[src/rtl/ysyx_25060170_wbu_pkg.sv]
// Shared definitions for the write-back unit: load funct3 codes, state encoding, width defaults.
// Used by ysyx_25060170_wbu and ysyx_25060170_load_ext.
package ysyx_25060170_wbu_pkg;

  localparam int XLEN_DEF = 32;
  localparam int RA_W_DEF = 5;

  localparam logic [2:0] F3_LB  = 3'b000;
  localparam logic [2:0] F3_LH  = 3'b001;
  localparam logic [2:0] F3_LW  = 3'b010;
  localparam logic [2:0] F3_LBU = 3'b100;
  localparam logic [2:0] F3_LHU = 3'b101;

  typedef enum logic [1:0] {
    ST_IDLE      = 2'd0,
    ST_LOAD_WAIT = 2'd1,
    ST_WRITE     = 2'd2
  } wbu_state_e;

endpackage

[src/rtl/ysyx_25060170_load_ext.sv]
// Combinational load data extractor: picks the byte/half/word lane from a word-aligned read
// and sign/zero-extends it; flags misaligned accesses and undefined funct3 codes.
module ysyx_25060170_load_ext
  import ysyx_25060170_wbu_pkg::*;
#(
  parameter int XLEN = XLEN_DEF
) (
  input  logic [XLEN-1:0] rdata_i,
  input  logic [2:0]      funct3_i,
  input  logic [1:0]      lane_i,
  output logic [XLEN-1:0] data_o,
  output logic            err_o
);

  logic [7:0]  byte_v;
  logic [15:0] half_v;

  assign byte_v = rdata_i[{lane_i, 3'b000} +: 8];
  assign half_v = rdata_i[{lane_i[1], 4'b0000} +: 16];

  always_comb begin
    data_o = '0;
    err_o  = 1'b0;
    unique case (funct3_i)
      F3_LB:  data_o = {{(XLEN-8){byte_v[7]}}, byte_v};
      F3_LBU: data_o = {{(XLEN-8){1'b0}}, byte_v};
      F3_LH: begin
        data_o = {{(XLEN-16){half_v[15]}}, half_v};
        err_o  = lane_i[0];
      end
      F3_LHU: begin
        data_o = {{(XLEN-16){1'b0}}, half_v};
        err_o  = lane_i[0];
      end
      F3_LW: begin
        data_o = rdata_i;
        err_o  = (lane_i != 2'b00);
      end
      default: err_o = 1'b1;
    endcase
  end

endmodule

[src/rtl/ysyx_25060170_wbu.sv]
// Write-back unit: accepts one completed instruction, waits for load data if needed, then
// issues one registered GPR write and a commit pulse. Optional trace ports: YSYX_25060170_WBU_TRACE_EN.
module ysyx_25060170_wbu
  import ysyx_25060170_wbu_pkg::*;
#(
  parameter int XLEN = XLEN_DEF,
  parameter int RA_W = RA_W_DEF
) (
  input  logic            clk,
  input  logic            rst,
  input  logic            in_valid,
  output logic            in_ready,
  input  logic [RA_W-1:0] in_rd,
  input  logic            in_wen,
  input  logic [XLEN-1:0] in_result,
  input  logic            in_is_load,
  input  logic [2:0]      in_funct3,
  input  logic [XLEN-1:0] in_pc,
  input  logic            mem_rvalid,
  input  logic [XLEN-1:0] mem_rdata,
  output logic            gpr_we,
  output logic [RA_W-1:0] gpr_writer,
  output logic [XLEN-1:0] gpr_wd,
  output logic            commit_valid,
`ifdef YSYX_25060170_WBU_TRACE_EN
  output logic [XLEN-1:0] commit_pc,
  output logic [XLEN-1:0] commit_rd_val,
`endif
  output logic            commit_err
);

  wbu_state_e state_q, state_d;

  // Instruction fields captured at the handshake, consumed when the load returns.
  logic [RA_W-1:0] rd_q;
  logic            wen_q;
  logic [2:0]      funct3_q;
  logic [1:0]      lane_q;
  logic [XLEN-1:0] pc_q;

  logic            gpr_we_q, commit_valid_q, commit_err_q;
  logic [RA_W-1:0] gpr_writer_q;
  logic [XLEN-1:0] gpr_wd_q;

  logic [XLEN-1:0] ext_data;
  logic            ext_err;

  logic            wb_fire;
  logic [RA_W-1:0] wb_rd;
  logic            wb_wen;
  logic [XLEN-1:0] wb_data;
  logic            wb_err;
  logic [XLEN-1:0] wb_pc;
  logic            wb_we;
  logic            handshake;

  ysyx_25060170_load_ext #(.XLEN(XLEN)) u_load_ext (
    .rdata_i  (mem_rdata),
    .funct3_i (funct3_q),
    .lane_i   (lane_q),
    .data_o   (ext_data),
    .err_o    (ext_err)
  );

  assign in_ready  = (state_q == ST_IDLE);
  assign handshake = in_valid && in_ready;

  // wb_* describes the write that will be presented in the following WRITE cycle.
  always_comb begin
    state_d = state_q;
    wb_fire = 1'b0;
    wb_rd   = rd_q;
    wb_wen  = wen_q;
    wb_data = ext_data;
    wb_err  = ext_err;
    wb_pc   = pc_q;
    unique case (state_q)
      ST_IDLE: begin
        if (handshake) begin
          if (in_is_load) begin
            state_d = ST_LOAD_WAIT;
          end else begin
            state_d = ST_WRITE;
            wb_fire = 1'b1;
            wb_rd   = in_rd;
            wb_wen  = in_wen;
            wb_data = in_result;
            wb_err  = 1'b0;
            wb_pc   = in_pc;
          end
        end
      end
      ST_LOAD_WAIT: begin
        if (mem_rvalid) begin
          state_d = ST_WRITE;
          wb_fire = 1'b1;
        end
      end
      ST_WRITE: state_d = ST_IDLE;
      default:  state_d = ST_IDLE;
    endcase
  end

  assign wb_we = wb_fire && wb_wen && (wb_rd != '0) && !wb_err;

  always_ff @(posedge clk) begin
    if (handshake) begin
      rd_q     <= in_rd;
      wen_q    <= in_wen;
      funct3_q <= in_funct3;
      lane_q   <= in_result[1:0];
      pc_q     <= in_pc;
    end
  end

  always_ff @(posedge clk) begin
    if (rst) begin
      state_q        <= ST_IDLE;
      gpr_we_q       <= 1'b0;
      gpr_writer_q   <= '0;
      gpr_wd_q       <= '0;
      commit_valid_q <= 1'b0;
      commit_err_q   <= 1'b0;
    end else begin
      state_q        <= state_d;
      gpr_we_q       <= wb_we;
      commit_valid_q <= wb_fire;
      commit_err_q   <= wb_fire && wb_err;
      if (wb_fire) begin
        gpr_writer_q <= wb_rd;
        gpr_wd_q     <= wb_data;
      end
    end
  end

  assign gpr_we       = gpr_we_q;
  assign gpr_writer   = gpr_writer_q;
  assign gpr_wd       = gpr_wd_q;
  assign commit_valid = commit_valid_q;
  assign commit_err   = commit_err_q;

`ifdef YSYX_25060170_WBU_TRACE_EN
  logic [XLEN-1:0] commit_pc_q, commit_rd_val_q;

  always_ff @(posedge clk) begin
    if (rst) begin
      commit_pc_q     <= '0;
      commit_rd_val_q <= '0;
    end else if (wb_fire) begin
      commit_pc_q     <= wb_pc;
      commit_rd_val_q <= wb_we ? wb_data : '0;
    end
  end

  assign commit_pc     = commit_pc_q;
  assign commit_rd_val = commit_rd_val_q;
`else
  logic unused_trace;
  assign unused_trace = ^{wb_pc};
`endif

endmodule

[config.mk]
export PLATFORM = sky130hd
export DESIGN_NAME = ysyx_25060170_wbu
export DESIGN_NICKNAME = d
export VERILOG_FILES = /design/src/rtl/ysyx_25060170_wbu_pkg.sv /design/src/rtl/ysyx_25060170_load_ext.sv /design/src/rtl/ysyx_25060170_wbu.sv
export SDC_FILE = /design/constraint.sdc
export NUM_CORES = 1
export LEC_CHECK = 0
export BUFFER_PORTS_ARGS = -buffer_cell sky130_fd_sc_hd__buf_2
export CAP_MARGIN = 0
export CORE_MARGIN = 2
export CORE_UTILIZATION = 40
export DETAILED_ROUTE_END_ITERATION = 10
export HOLD_SLACK_MARGIN = 0.15
export PLACE_DENSITY = 0.72
export SYNTH_ARGS = -nofsm -noshare
export SYNTH_HDL_FRONTEND = slang
export SYNTH_SLANG_ARGS = --single-unit
[constraint.sdc]
create_clock -name clk -period 4.6 [get_ports clk]
set_input_delay 0 -clock clk [delete_from_list [all_inputs] [get_ports clk]]
set_output_delay 0 -clock clk [all_outputs]
set_load 0.05 [all_outputs]
==> summary.md <==
| Metric | Value |
|---|---|
| Status | complete, no violations |
| First-pass GRT wire length | 13.9 mm |
| Yosys warning total | 0 |
| Final setup fails | 0 |
| Most frequent cells in the layout | 118 x buf_2, 55 x dlygate4sd3_1, 42 x dfxtp_1 |
| Min Hold Slack | 168 ps |
| Leakage | 1.83 nW |
| CTS clk-pin slew, worst paths | 100 ps |
| Cell Rows | 30 |
| Post-route minimum period | 3150 ps |
| Die Area | 7710 sq um |
| Critical path buffers and inverters | 2 |
| H-Tree Depth | 2 |
| Vias in the first global route | 2897 |
| CP max-delay cell | nor4b_4 |
| Port bufs | 118 |
| Slew Viols, Final | 0 |
| Height of the chip | 87.8 microns |
| CTS tree | yes |
| CP required | 4760 ps |
| Slew Limit Headroom | 0.227 |
| Residual DRC | 0 |
| Total Routing Usage GR | 0.227 |
| Post-CTS Resized | 0 |
| CP max FO | 22 |
| Setup slack after layout | 1450 ps |
| Critical path class | reg -> reg |
| Max-Cap Viols | 0 |
| Fill cell count | 589 |
| Setup Fix Bufs, Post-CTS | 0 |
| Clock buffer count from CTS | 5 |
| Synth Register Bits | 53 |
| R2R setup slack | 1450 ps |
| HPWL Detailed | 5.99 mm |
| Primary FF master, synth | dfxtp_1 |
| Initial core utilization | 0.413 |
| WL final | 8.95 mm |
| Fin crit share | 0.684 |
| Design area | 4070 sq um |
| Initial antenna violation count | 0 |
| Final core utilization | 0.600 |
| CTS Sinks | 53 |
| Synthesized Nets | 433 |
| RSZ-0062 raised after global routing | no |
| Antenna-violating nets left | 0 |
| Pwr Density | 301 nW/um^2 |
| Area growth syn-to-layout | 45.1% |
| Core ar. | 6790 sq um |
| GRT overflow | 0 |
| Vias per inst | 5.31 |
| Worst Tran Pin Value | 1150 ps |
| Die width | 87.8 microns |
| Number of synthesized flops with an enable pin | 11 |
| Hold Vio Cnt, Final | 0 |
| Mapped Area | 2810 sq um |
| Fin Clk Skew | 10.4 ps |
| Cells after DPL | 510 |
| Ant. Diodes | 0 |
| CP peak stage delay | 1050 ps |
| Yosys cell types | 46 |
| Root Driver | clkbuf_8 |
| Fmax | 0.318 GHz |
| Clk Latency, worst-skew pair | 300 ps |
| Hold_buf cts | 55 |
| Gpl congestion | 0.853 |
| Critical Path AT | 3310 ps |
| Total negative slack | 0 ps |
| Hold Crit Class | in -> reg |
| Mapped Cells | 323 |
| Average routed wire per standard cell | 15.6 microns |
| Power, Total | 1.23 mW |
| Avg Cell Area, Syn | 8.69 sq um |
| Critical-path cell list | nor4b_4 -> buf_4 -> a21oi_1 -> a211oi_1 -> dlygate4sd3_1 -> nor3_1 |
| Finished Layout Cells | 573 |
| Worst setup EP type | register |
| Maximum buffer depth of the clock tree | 2 |
| Drt pass-1 iters | 5 |
| Peak VDD IR | 0.135 mV |
| Layout cells sized above 1 | 0.291 |
| Via count | 3041 |
| Async S/R FF share, synth | 0 |
| Kind of cell adding the most delay to the critical path | simple AND/OR/NAND/NOR gates |
| Commonest non-fill, non-tap cell in the layout | buf_2 |
| Critical Path Source Type | register |
| Placed cell areas | 3410 sq um |
| Sequential share of the synthesized area | 0.417 |
| Drt initial violations | 108 |
| Maximum number of pins on one net before global-route repair | 44 |
| Place WS | 2090 ps |
| Num ports | 151 |
| Nets | 586 |
-- per-layer routing --
layer / routed length (microns) / vias to the layer above / GRT usage
li1: - / 1523 / -
met1: 3900 / 1393 / 0.288
met2: 4390 / 113 / 0.397
met3: 491 / 12 / 0.0368
met4: 163 / 0 / 0.0685
met5: 0 / - / 0
-- sequential cells by signal, indices dropped and copies added (netlist names) --
name          flops
rd_q              5
wen_q             1
commit_err        1
gpr_writer        5
gpr_wd           32
commit_valid      1
state_q           2
funct3_q          3
gpr_we            1
lane_q            2
-- cell families after synthesis --
| group | count (synthesis) | share of synthesized area |
|---|---|---|
| flip-flops | 53 | 0.417 |
| buffers and inverters | 33 | 0.0530 |
| AND/OR/NAND/NOR | 104 | 0.191 |
| multiplexers | 16 | 0.0584 |
| AO/OA/AOI/OAI | 117 | 0.281 |
-- power breakdown --
group / total [mW] / internal (mW) / leakage (nW) / switching [mW]
Sequential: 0.539 / 0.511 / 0.450 / 0.0284
Combinational: 0.372 / 0.141 / 1.32 / 0.231
Clock: 0.317 / 0.165 / 0.0558 / 0.152
-- synthesized netlist by cell type, types with 2 or more instances --
cell type	instances	area share
nand3_1	3	0.0053
buf_1	3	0.0040
a21o_1	3	0.0080
o21ai_0	19	0.034
edfxtp_1	11	0.12
o211ai_1	2	0.0053
or4_1	2	0.0053
a21oi_1	23	0.041
a211oi_1	22	0.059
a311oi_1	6	0.019
dfxtp_1	42	0.30
o21a_1	4	0.011
a22o_1	3	0.0094
mux2_2	3	0.012
and2_1	3	0.0067
nand2b_1	5	0.011
a221oi_1	3	0.0094
mux2i_1	13	0.046
nor2_1	35	0.047
a21oi_2	2	0.0062
buf_2	8	0.014
or3_1	3	0.0067
nor3_1	9	0.016
and3_1	17	0.038
inv_1	3	0.0040
buf_6	2	0.0080
a22oi_1	11	0.029
nand2_1	17	0.023
o221ai_1	4	0.012
o21ai_1	3	0.0053
o22ai_1	8	0.018
clkbuf_1	17	0.023
-- area by class of cell --
class                           count  area [sq um]  share of cell area
Clock buffer                        6          72.6              0.0178
Timing Repair Buffer              176          1160               0.286
Inverter                            3          11.3             0.00276
Clock inverter                      2          38.8             0.00952
Tap cell                           96           120              0.0295
Multi-Input combinational cell    237          1500               0.367
Sequential cell                    53          1170               0.287
-- path summary, 6_finish.rpt --
check             cells past startpoint    endpoint          from
setup / recovery                      6   gpr_wd[2]    state_q[1]
hold / removal                        5   gpr_wd[7]  mem_rdata[7]
setup reg to reg                      6   gpr_wd[2]    state_q[1]
hold reg to reg                       2  gpr_wd[15]    gpr_wd[15]
-- worst reg2reg max path: cells and delay by family (launching register included) --
| family | cells | cell delay [ps] |
|---|---|---|
| compound gates | 2 | 460 |
| buf+inv | 2 | 1010 |
| flops | 1 | 460 |
| simple gates | 2 | 1090 |
Power figures use the tool's default switching activity.
